### src/rtl/pipeline_hazard_controller.sv
`default_nettype none
// ============================================================================
// Module      : pipeline_hazard_controller
// Description : Stall/flush/forwarding control for a 5-stage RV64 subset pipeline
//               with a shadow copy of EX/MEM/WB control state and perf counters.
// Revision    : 1.0 - initial release
// ============================================================================
module pipeline_hazard_controller #(
    parameter int REG_AW = 5,
    parameter int CNT_W  = 32
) (
    input  logic              clk,
    input  logic              rst,
    input  logic              id_valid,
    input  logic [REG_AW-1:0] id_rs1,
    input  logic [REG_AW-1:0] id_rs2,
    input  logic              id_uses_rs1,
    input  logic              id_uses_rs2,
    input  logic [REG_AW-1:0] id_rd,
    input  logic              id_reg_write,
    input  logic              id_mem_read,
    input  logic              id_mem_write,
    input  logic              id_branch,
    input  logic              ex_branch_taken,
    input  logic              dmem_ready,
    output logic              dmem_req,
    output logic              pc_en,
    output logic              if_id_en,
    output logic              if_id_flush,
    output logic              id_ex_en,
    output logic              id_ex_flush,
    output logic              ex_mem_en,
    output logic              mem_wb_en,
    output logic [1:0]        fwd_a,
    output logic [1:0]        fwd_b,
    output logic [CNT_W-1:0]  stall_cycles,
    output logic [CNT_W-1:0]  flush_count
);

    localparam logic [REG_AW-1:0] c_REG_ZERO = '0;
    localparam logic [CNT_W-1:0]  c_CNT_ONE  = CNT_W'(1);
    localparam logic [CNT_W-1:0]  c_CNT_MAX  = '1;
    localparam logic [1:0]        c_FWD_RF   = 2'b00;
    localparam logic [1:0]        c_FWD_MEM  = 2'b10;
    localparam logic [1:0]        c_FWD_WB   = 2'b01;

    typedef struct packed {
        logic              valid;
        logic [REG_AW-1:0] rs1;
        logic [REG_AW-1:0] rs2;
        logic [REG_AW-1:0] rd;
        logic              reg_write;
        logic              mem_read;
        logic              mem_write;
        logic              branch;
    } ex_state_t;

    typedef struct packed {
        logic              valid;
        logic [REG_AW-1:0] rd;
        logic              reg_write;
        logic              mem_read;
        logic              mem_write;
    } mem_state_t;

    typedef struct packed {
        logic              valid;
        logic [REG_AW-1:0] rd;
        logic              reg_write;
    } wb_state_t;

    ex_state_t        r_ex;
    mem_state_t       r_mem;
    wb_state_t        r_wb;
    logic [CNT_W-1:0] r_stall_cycles;
    logic [CNT_W-1:0] r_flush_count;

    logic       w_dmem_access;
    logic       w_mem_wait;
    logic       w_br_taken;
    logic       w_load_use;
    logic       w_stall_inc;
    logic       w_flush_inc;
    ex_state_t  w_ex_next;
    mem_state_t w_mem_next;
    wb_state_t  w_wb_next;

    // A load in MEM has no data yet, so only non-load producers forward from EX/MEM.
    function automatic logic [1:0] fwd_select(
        input logic              ex_valid,
        input logic [REG_AW-1:0] rs,
        input mem_state_t        mem_s,
        input wb_state_t         wb_s
    );
        logic [1:0] sel;
        sel = c_FWD_RF;
        if (ex_valid) begin
            if (mem_s.valid && mem_s.reg_write && !mem_s.mem_read &&
                mem_s.rd != c_REG_ZERO && mem_s.rd == rs) begin
                sel = c_FWD_MEM;
            end else if (wb_s.valid && wb_s.reg_write &&
                         wb_s.rd != c_REG_ZERO && wb_s.rd == rs) begin
                sel = c_FWD_WB;
            end
        end
        return sel;
    endfunction

    assign w_dmem_access = r_mem.valid & (r_mem.mem_read | r_mem.mem_write);
    assign w_mem_wait    = w_dmem_access & ~dmem_ready;
    assign w_br_taken    = r_ex.valid & r_ex.branch & ex_branch_taken;
    assign w_load_use    = id_valid & r_ex.valid & r_ex.mem_read & (r_ex.rd != c_REG_ZERO) &
                           ((id_uses_rs1 & (id_rs1 == r_ex.rd)) |
                            (id_uses_rs2 & (id_rs2 == r_ex.rd)));

    assign w_stall_inc = w_mem_wait | (w_load_use & ~w_br_taken);
    assign w_flush_inc = w_br_taken & ~w_mem_wait;

    always_comb begin
        pc_en       = 1'b1;
        if_id_en    = 1'b1;
        id_ex_en    = 1'b1;
        ex_mem_en   = 1'b1;
        mem_wb_en   = 1'b1;
        if_id_flush = 1'b0;
        id_ex_flush = 1'b0;
        if (w_mem_wait) begin
            pc_en     = 1'b0;
            if_id_en  = 1'b0;
            id_ex_en  = 1'b0;
            ex_mem_en = 1'b0;
            mem_wb_en = 1'b0;
        end else if (w_br_taken) begin
            if_id_flush = 1'b1;
            id_ex_flush = 1'b1;
        end else if (w_load_use) begin
            pc_en       = 1'b0;
            if_id_en    = 1'b0;
            id_ex_flush = 1'b1;
        end
    end

    always_comb begin
        w_ex_next.valid     = id_valid & ~id_ex_flush;
        w_ex_next.rs1       = id_rs1;
        w_ex_next.rs2       = id_rs2;
        w_ex_next.rd        = id_rd;
        w_ex_next.reg_write = id_reg_write;
        w_ex_next.mem_read  = id_mem_read;
        w_ex_next.mem_write = id_mem_write;
        w_ex_next.branch    = id_branch;

        w_mem_next.valid     = r_ex.valid;
        w_mem_next.rd        = r_ex.rd;
        w_mem_next.reg_write = r_ex.reg_write;
        w_mem_next.mem_read  = r_ex.mem_read;
        w_mem_next.mem_write = r_ex.mem_write;

        w_wb_next.valid     = r_mem.valid;
        w_wb_next.rd        = r_mem.rd;
        w_wb_next.reg_write = r_mem.reg_write;
    end

    always_ff @(posedge clk) begin
        if (rst) begin
            r_ex           <= '0;
            r_mem          <= '0;
            r_wb           <= '0;
            r_stall_cycles <= '0;
            r_flush_count  <= '0;
        end else begin
            if (!w_mem_wait) begin
                r_ex  <= w_ex_next;
                r_mem <= w_mem_next;
                r_wb  <= w_wb_next;
            end
            if (w_stall_inc && r_stall_cycles != c_CNT_MAX) begin
                r_stall_cycles <= r_stall_cycles + c_CNT_ONE;
            end
            if (w_flush_inc && r_flush_count != c_CNT_MAX) begin
                r_flush_count <= r_flush_count + c_CNT_ONE;
            end
        end
    end

    assign dmem_req     = w_dmem_access;
    assign fwd_a        = fwd_select(r_ex.valid, r_ex.rs1, r_mem, r_wb);
    assign fwd_b        = fwd_select(r_ex.valid, r_ex.rs2, r_mem, r_wb);
    assign stall_cycles = r_stall_cycles;
    assign flush_count  = r_flush_count;

endmodule
`default_nettype wire

### config.mk
export PLATFORM = sky130hd
export DESIGN_NAME = pipeline_hazard_controller
export DESIGN_NICKNAME = d
export VERILOG_FILES = /design/src/rtl/pipeline_hazard_controller.sv
export SDC_FILE = /design/constraint.sdc
export NUM_CORES = 1
export LEC_CHECK = 0
export BUFFER_PORTS_ARGS = -buffer_cell sky130_fd_sc_hd__buf_2
export CELL_PAD_IN_SITES_DETAIL_PLACEMENT = 0
export CELL_PAD_IN_SITES_GLOBAL_PLACEMENT = 2
export CORE_MARGIN = 5
export CORE_UTILIZATION = 34
export CTS_CLUSTER_DIAMETER = 200
export DETAILED_ROUTE_END_ITERATION = 16
export PLACE_DENSITY_LB_ADDON = 0.1
export SLEW_MARGIN = 5
export SYNTH_ARGS = -nofsm -noshare
export SYNTH_HDL_FRONTEND = slang
export SYNTH_SLANG_ARGS = --single-unit
### constraint.sdc
create_clock -name clk -period 5.9 [get_ports clk]
set_input_delay 1.18 -clock clk [delete_from_list [all_inputs] [get_ports clk]]
set_output_delay 1.18 -clock clk [all_outputs]
set_load 0.1 [all_outputs]
==> flow_summary.json, run 1 <==
{
  "crit_chain": "buf_2 > xnor2_1 > nand4_1 > o22ai_1 > a31oi_1 > buf_2",
  "first_global_vias": 4286,
  "worst_slack_ns": 1.796,
  "syn-cell-area_sq_um": 4723,
  "postCtsHoldBufs": 0,
  "wl_microns": 13130,
  "initial_core_util_pct": 34.29,
  "drive_gt1_share_pct": 18.68,
  "ff2ff_path_depth": 7,
  "post-cts-setup-buffers": 0,
  "critPathTopFamily": "compound AO/OA/AOI/OAI gates",
  "die_y_microns": 127.9,
  "die_w_microns": 127.9,
  "grt_pass1_wl_microns": 21500,
  "ys_seq_elements": 100,
  "cts_resized": 0,
  "core_area_sq_um": 13770,
  "min_path_cells": 2,
  "nets": 703,
  "ctsLongestPathBuffers": 2,
  "status": "finished, final reports clean",
  "arrival_ns": 2.92,
  "vias": 4447,
  "hold_viol": 0,
  "cp_max_fo": 8,
  "syn-instance-count": 590,
  "pwr_density_cell_nw_per_um2": 244.0,
  "path_depth": 6,
  "cp_common_cell": "buf_2",
  "setup_viol": 0,
  "final_util_pct": 41.20,
  "grt_overflow_total": 0,
  "root_buffer": "clkbuf_16",
  "grt_max_degree": 72,
  "ios": 102,
  "rsz0062_at_grt": "false",
  "port_buffers": 101,
  "clock-sinks": 100,
  "pre_cts_ws_ns": 1.772,
  "yosysSeqAreaShare_pct": 42.38,
  "die_area_sq_um": 16350,
  "path_clk_slew_ns": 0.07,
  "place_area_sq_um": 5370,
  "path_class": "in2out",
  "yosys_warnings": 0,
  "tightest_slew_ns": 1.011,
  "dr.pass1.iters": 5,
  "rows": 43,
  "required_ns": 4.72,
  "clock_latency_ns": 0.35,
  "yosys_most_used_dff": "dfxtp_1",
  "p_leak_nw": 2.171,
  "drt_drc_violations_left": 0,
  "fmax_mhz": 243.7,
  "htreeDepth": 3,
  "design_area_sq_um": 5674,
  "cp_slowest_stage_delay_ns": 0.63,
  "final.setup.tns_ns": 0,
  "ant_nets": 0,
  "grt_util_all_layers_pct": 16.26,
  "cp-end-kind": "output port",
  "syn_avg_cell_area_sq_um": 8.006,
  "async_reset_ff_share_pct": 0,
  "routabilityCongestion": 0.8031,
  "syn_to_final_growth_pct": 20.13,
  "finalCritPeriodShare_pct": 69.55,
  "hold_class": "reg2reg",
  "antenna_found_initial": 0,
  "slew_violations": 0,
  "cts_buffers": 9,
  "final_cell_count_no_fill": 860,
  "synth_nets": 618,
  "crit_path_top_delay_cell": "a31oi_1",
  "cts_tree": "done",
  "antenna_cells": 0,
  "slew_headroom_pct": 32.12,
  "finalClockSkew_ns": 0.006761,
  "dr.first_iter.drc_count": 206,
  "dp.cells": 844,
  "period_needed_ns": 4.104,
  "worst-path-buf-inv": 2,
  "wl_per_cell_microns": 15.27,
  "max-cap-violations": 0,
  "hpwl_microns": 9108,
  "yosysUniqueCellTypes": 42,
  "vias_per_cell": 5.171,
  "synth-edff-count": 0,
  "vdd_drop_max_mv": 0.1187,
  "startpoint_type": "input port"
}
registers in the layout (all words and copies together) (netlist names):
signal	count
r_ex	20
stall_cycles	32
r_mem	9
r_wb	7
flush_count	32
where the power goes:
| group | switching, W | internal (W) | leakage [nW] |
|---|---|---|---|
| Sequential | 0.0000165 | 0.000687 | 0.813 |
| Combinational | 0.0000426 | 0.0000285 | 1.22 |
| Clock | 0.000269 | 0.000342 | 0.138 |
worst paths after layout:
check | start | endpoint | slack, ns
worst min-delay path | r_ex[1] | r_ex[1] | 0.46
worst max-delay path | id_rs2[4] | pc_en | 1.80
worst min register to register | r_ex[1] | r_ex[1] | 0.46
worst max register to register | stall_cycles[2] | stall_cycles[1] | 3.11
routing by layer:
metal / wire [microns] / track usage [%]
met2: 5962 / 25.72
met4: 270 / 6.617
met3: 651 / 3.208
met1: 6244 / 21.72
met5: 0 / 0
cells in the mapped netlist, types with 2 or more instances:
library cell | count | area, sq um
nor3_1 | 12 | 60.06
inv_1 | 7 | 26.28
or3_1 | 23 | 143.9
o21ai_0 | 25 | 125.1
nand3_1 | 25 | 125.1
ha_1 | 2 | 25.02
buf_2 | 5 | 25.02
xor2_1 | 26 | 227.7
a211o_1 | 2 | 17.52
nor3b_1 | 2 | 15.01
nand4_1 | 25 | 156.4
and4_1 | 3 | 26.28
dfxtp_1 | 100 | 2002
buf_1 | 4 | 15.01
nand2_1 | 95 | 356.6
a31oi_1 | 3 | 18.77
xnor2_1 | 31 | 271.5
mux2i_1 | 3 | 30.03
clkbuf_1 | 19 | 71.32
o31ai_1 | 11 | 82.58
a21oi_1 | 70 | 350.3
nor4_1 | 4 | 25.02
nor2b_1 | 3 | 18.77
and3_1 | 7 | 43.79
nor2_1 | 42 | 157.7
or4_1 | 15 | 112.6
and2_1 | 8 | 50.05
buf_4 | 3 | 22.52
o21a_1 | 2 | 15.01
cells in the final DEF (no fill, tap or decap), drive strengths merged, types with 4 or more instances in the layout:
master,count
xor2,26
o31ai,11
nor2,42
dfxtp,100
buf,105
a21oi,70
and3,8
nand4,25
o21ai,25
inv,7
and2,8
nor4,4
nand3,25
clkbuf,11
xnor2,31
or4,15
nor3,12
or3,23
nand2,95
cell families after synthesis:
group           count (synthesis)  share of synthesized area (%)
compound gates                120                          14.15
xor+xnor                       57                          10.57
fa+ha+maj                       2                         0.5297
buf+inv                        39                          3.470
flops                         100                          42.38
mux                             3                         0.6358
simple gates                  269                          28.27
metrics by stage:
| stage | total power, W | hold WS (ns) |
|---|---|---|
| floorplan | 0.0007637 | 0.4217 |
| global placement | 0.0007890 | 0.4393 |
| detailed placement | 0.0007908 | 0.4495 |
| CTS | 0.001407 | 0.4610 |
| global route | 0.001441 | 0.4773 |
| finish | 0.001384 | 0.4570 |
worst register-to-register path: stages (launching register included):
cell and delay (ns):
dfxtp_1 0.44, and4_1 0.28, and2_1 0.46, nand4_1 0.44, o221ai_4 0.27, buf_4 0.46
mux2i_1 0.26, nor2_1 0.05
layout make-up:
class                   count  area [sq um]
multi-input cells         451          2577
clock buffers              11         242.7
repair buffers            105         535.5
well taps                 180         225.2
fillers                  1464          8099
inverters                   8         30.03
clock inverters             5         61.31
flip-flops and latches    100          2002
Power figures use the tool's default switching activity.
==> inputs of run 2 (changes only) <==
- ABC_AREA: unset -> 1
- CORE_UTILIZATION: 34 -> 27
- clock period: 5.9 -> 3.72 ns (I/O delays scaled with it)
==> run 2 against run 1 <==
Critical endpoint is now fwd_a[0]; largest cell class unchanged; power increased by 77%; utilization decreased by 8.3 points; critical path type is now reg2out; worst hold slack improved by 0.0088 ns; die area increased by 48%.
==> flow_summary.json, run 2 <==
{
  "busiest_layer": "met2",
  "path_class": "reg2out",
  "die_area_sq_um": 24260,
  "syn-cell-area_sq_um": 5737,
  "yosysSeqAreaShare_pct": 34.90,
  "post-cts-setup-buffers": 0,
  "final.setup.tns_ns": 0,
  "cts_resized": 0,
  "arrival_ns": 2.10,
  "seqPwrFrac_pct": 45.5,
  "p_int_w": 0.001893,
  "startpoint_type": "flop",
  "htreeDepth": 3,
  "first_global_vias": 5488,
  "synth_top_cell_area_share_pct": 34.90,
  "ctsLongestPathBuffers": 2,
  "path_clk_slew_ns": 0.07,
  "port_buffers": 101,
  "die_y_microns": 155.8,
  "async_reset_ff_share_pct": 0,
  "yosys_most_used_dff": "dfxtp_1",
  "p_comb_share_pct": 6.6,
  "vias": 5709,
  "cp_max_fo": 5,
  "period_needed_ns": 2.843,
  "yosysUniqueCellTypes": 35,
  "nets": 1016,
  "ios": 102,
  "grt_max_degree": 58,
  "core_area_sq_um": 20960,
  "synth_area_leaders": "dfxtp_1, nand2_1, nor2_1",
  "setup_viol": 0,
  "wl_per_cell_microns": 14.27,
  "syn_to_final_growth_pct": 20.00,
  "vias_per_cell": 4.502,
  "synth_common_cells": "nand2_1, nor2_1, dfxtp_1, a21oi_1, inv_1",
  "vdd_drop_max_mv": 0.2284,
  "tightest_slew_ns": 0.6852,
  "dr.first_iter.drc_count": 247,
  "cts_buffers": 9,
  "wl_microns": 18090,
  "grtUsageMet1_pct": 21.79,
  "antenna_cells": 0,
  "use_met3_pct": 1.942,
  "cts_tree": "done",
  "hold_viol": 0,
  "antenna_found_initial": 0,
  "synth_top_cell_by_area": "dfxtp_1",
  "rows": 53,
  "postCtsHoldBufs": 0,
  "initial_core_util_pct": 27.38,
  "final_cell_mix": "nand2_1, nor2_1, dfxtp_1, buf_2, a21oi_1",
  "p_leak_nw": 2.950,
  "place_area_sq_um": 6518,
  "yosys_warnings": 0,
  "fmax_mhz": 351.8,
  "sw_frac_of_total_pct": 22.89,
  "syn_avg_cell_area_sq_um": 6.360,
  "slew_headroom_pct": 54.25,
  "grt_util_all_layers_pct": 15.07,
  "clock_latency_ns": 0.35,
  "routabilityCongestion": 0.7696,
  "grt_pass1_wl_microns": 29460,
  "clock-sinks": 100,
  "drt_drc_violations_left": 0,
  "slew_violations": 0,
  "finalClockSkew_ns": 0.006196,
  "pwr_density_cell_nw_per_um2": 356.6,
  "rsz0062_at_grt": "false",
  "root_buffer": "clkbuf_16",
  "final_common_cell": "nand2_1",
  "ant_nets": 0,
  "die_w_microns": 155.8,
  "use_met2_pct": 23.59,
  "synth-edff-count": 0,
  "dr.pass1.iters": 4,
  "required_ns": 2.98,
  "power.total_w": 0.002455,
  "synth_nets": 930,
  "switchingPower_w": 0.0005620,
  "design_area_sq_um": 6884,
  "power.share.clock_pct": 47.8,
  "yosysMostFrequentCell": "nand2_1",
  "ys_seq_elements": 100,
  "grt_overflow_total": 0,
  "hpwl_microns": 13540,
  "status": "finished, final reports clean",
  "hold_class": "reg2reg",
  "max-cap-violations": 0,
  "drive_gt1_share_pct": 16.11,
  "finalCritPeriodShare_pct": 76.42,
  "cp-end-kind": "output port",
  "syn-instance-count": 902
}
run 2: cell count changes after synthesis, sizes merged, moves of 18 or more:
cell   previous run  this run
or3              23         0
nand2            95       266
inv               7        85
nor2             42       137
a21oi            70        92
nand3            25        53
xnor2            31        13
run 2: power groups by stage:
| stage | clock [W] | sequential [W] | combinational [W] |
|---|---|---|---|
| 5_1_grt | 0.00126 | 0.00112 | 0.000184 |
| 3_5_place_dp | 0 | 0.00114 | 0.000165 |
| 2_1_floorplan | 0 | 0.00115 | 0.000105 |
| 6_report | 0.00117 | 0.00112 | 0.000163 |
| 4_1_cts | 0.00122 | 0.00112 | 0.000166 |
| 3_3_place_gp | 0 | 0.00114 | 0.000166 |
run 2: critical path, stage by stage (launching register included):
cell and delay, ns:
dfxtp_1 0.40, inv_1 0.12, a2111oi_0 0.41, nand2_1 0.11
nor3b_2 0.23, buf_2 0.47
run 2: area by class of cell:
type,count,area (sq um)
clock buffers,12,246.5
clock inverters,4,120.1
fillers,2415,14070
inverters,86,322.8
multi-input cells,683,3231
flip-flops and latches,100,2002
well taps,275,344.1
repair buffers,108,618.1
run 2: per-layer routing:
| metal | vias up | part of all wire, % |
|---|---|---|
| li1 | 3054 | - |
| met1 | 2542 | 51 |
| met2 | 99 | 44 |
| met3 | 14 | 3.3 |
| met4 | 0 | 1.2 |
| met5 | - | 0 |
run 2: kinds of logic (layout without fill, tap and decap cells):
group	Yosys count	in the layout	share of synthesized area, %
and+or+nand+nor	513	513	38.17
buffers and inverters	119	210	9.051
adders and majority gates	2	2	0.4361
DFF	100	100	34.90
AOI/OAI and AO/OA	129	129	11.49
xor gates and xnor gates	39	39	5.954
run 2: stage by stage:
stage / std cells / hold WS, ns / util (%) / setup slack (ns)
global route: 1268 / 0.4839 / 32.85 / 0.7171
finish: 1268 / 0.4659 / 32.85 / 0.8771
CTS: 1268 / 0.4656 / 32.85 / 0.8207
floorplan: 902 / 0.4410 / - / 0.1930
detailed placement: 1252 / 0.4556 / 31.10 / 1.006
global placement: 1252 / 0.4501 / 31.10 / 1.027
run 2: final timing paths:
kind	slack (ns)	start	to	depth (start not counted)
min reg2reg	0.47	r_ex[3]	r_ex[3]	2
max	0.88	r_ex[19]	fwd_a[0]	5
max reg2reg	1.30	flush_count[0]	flush_count[23]	10
min	0.47	r_ex[3]	r_ex[3]	2
==> inputs of run 3 (changes only) <==
- ABC_AREA: 1 -> 0
- CORE_UTILIZATION: 27 -> 31
- clock period: 3.72 -> 2.8 ns (I/O delays scaled with it)
==> run 3 against run 2 <==
Non-clock buffer count grew 7; sequential share of layout area grew 5.0 points; clock skew is essentially flat; sequential cell count is the same; largest power group is now registers.
==> flow_summary.json, run 3 (synthesized netlist as in run 1, its figures left out) <==
{
  "crit_path_top_delay_cell": "nor4_1",
  "hold_class": "in2reg",
  "finalCritPeriodShare_pct": 93.82,
  "die_y_microns": 133.4,
  "dr.pass1.iters": 4,
  "final_util_pct": 39.20,
  "die_area_sq_um": 17800,
  "hold_viol": 0,
  "finalClockSkew_ns": 0.006424,
  "fill_cells": 1604,
  "core_area_sq_um": 15090,
  "power.share.clock_pct": 43.1,
  "antenna_cells": 0,
  "htreeDepth": 3,
  "ant_nets": 0,
  "dr.first_iter.drc_count": 216,
  "slew_headroom_pct": 37.68,
  "wl_per_cell_microns": 15.54,
  "required_ns": 2.24,
  "cp_slowest_stage_delay_ns": 0.53,
  "ctsLongestPathBuffers": 2,
  "clock_latency_ns": 0.35,
  "post-cts-setup-buffers": 0,
  "switchingPower_w": 0.0006624,
  "p_comb_share_pct": 5.7,
  "dp.cells": 862,
  "drive_gt1_share_pct": 22.21,
  "period_needed_ns": 2.627,
  "sw_frac_of_total_pct": 22.92,
  "wl_microns": 13630,
  "max-cap-violations": 0,
  "routabilityCongestion": 0.7998,
  "drt_drc_violations_left": 0,
  "final_common_cell": "nand2_1",
  "grt_pass1_wl_microns": 22670,
  "clock-sinks": 100,
  "final.setup.tns_ns": 0,
  "seqPwrFrac_pct": 51.2,
  "initial_core_util_pct": 31.30,
  "p_leak_nw": 2.269,
  "cts_tree": "done",
  "vias_per_cell": 5.139,
  "p_int_w": 0.002228,
  "nets": 713,
  "grt_overflow_total": 0,
  "fmax_mhz": 380.7,
  "grt_max_degree": 43,
  "status": "finished, final reports clean",
  "port_buffers": 101,
  "hpwl_microns": 9791,
  "syn_to_final_growth_pct": 25.22,
  "path_class": "reg2out",
  "grt_util_all_layers_pct": 15.76,
  "startpoint_type": "flop",
  "antenna_found_initial": 1,
  "ios": 102,
  "pwr_density_cell_nw_per_um2": 488.7,
  "vdd_drop_max_mv": 0.3305,
  "path_clk_slew_ns": 0.06,
  "cp_max_fo": 5,
  "setup_viol": 0,
  "crit_chain": "nand2_1 > nor2_1 > o21ai_1 > nor4_1 > and2_1 > buf_12",
  "vias": 4507,
  "cp-end-kind": "output port",
  "slew_violations": 0,
  "final_cell_mix": "nand2_1, buf_2, dfxtp_1, a21oi_1, nor2_1",
  "arrival_ns": 2.07,
  "tightest_slew_ns": 0.9348,
  "root_buffer": "clkbuf_16",
  "cts_buffers": 9,
  "final_cell_count_no_fill": 877,
  "first_global_vias": 4361,
  "rsz0062_at_grt": "false",
  "rows": 45,
  "die_w_microns": 133.4
}
-- run 3: per-stage QoR --
stage | area (sq um) | hold slack, ns | power [W] | worst slack (ns)
after floorplan | 4786 | 0.4217 | 0.001612 | 0.0004392
after global placement | 5614 | 0.4432 | 0.001679 | 0.3446
after detailed placement | 5614 | 0.4472 | 0.001679 | 0.3468
after CTS | 5911 | 0.4294 | 0.002956 | 0.03712
after global routing | 5914 | 0.4527 | 0.003015 | 0.02670
final | 5914 | 0.4518 | 0.002890 | 0.1732
-- run 3: layer usage --
metal / part of all wire [%] / global-route usage (%)
met1: 47 / 20.55
met2: 47 / 25.51
met3: 5.2 / 4.645
met4: 1.0 / 4.343
met5: 0.095 / 0
-- run 3: critical path: cells and delay by family (launching register included) --
family,cells,cell delay (ns)
buf+inv,1,0.18
flops,1,0.41
simple gates,4,0.99
compound gates,1,0.12
-- run 3: power by group through the flow --
stage	Clock, W	Sequential, W	Combinational [W]
finish	0.00125	0.00148	0.000164
global route	0.00135	0.00148	0.000184
CTS	0.00131	0.00148	0.000166
detailed placement	0	0.00151	0.000165
global placement	0	0.00151	0.000165
floorplan	0	0.00151	0.000107
-- run 3: final timing paths --
path                     from               end  slack [ns]  cells past startpoint
min              id_reg_write           r_ex[3]        0.45                      3
max                  r_mem[8]          fwd_b[1]        0.17                      6
min reg2reg           r_ex[0]           r_ex[0]        0.45                      2
max reg2reg  stall_cycles[20]  stall_cycles[19]        0.45                      7
-- run 3: what timing repair did --
item / 4_1_cts / 5_1_grt
hold buffers: 0 / 0
endpoints found under the setup margin: 3 / 2
resized for setup: 3 / 2
-- run 3: area by class of cell --
type | instances | area, sq um | share of cell area [%]
repair buffers | 115 | 719.4 | 12.16
clock buffers | 13 | 250.2 | 4.231
well taps | 188 | 235.2 | 3.977
inverters | 8 | 30.03 | 0.5077
multi-input cells | 451 | 2626 | 44.40
clock inverters | 2 | 35.03 | 0.5923
flip-flops and latches | 100 | 2018 | 34.12
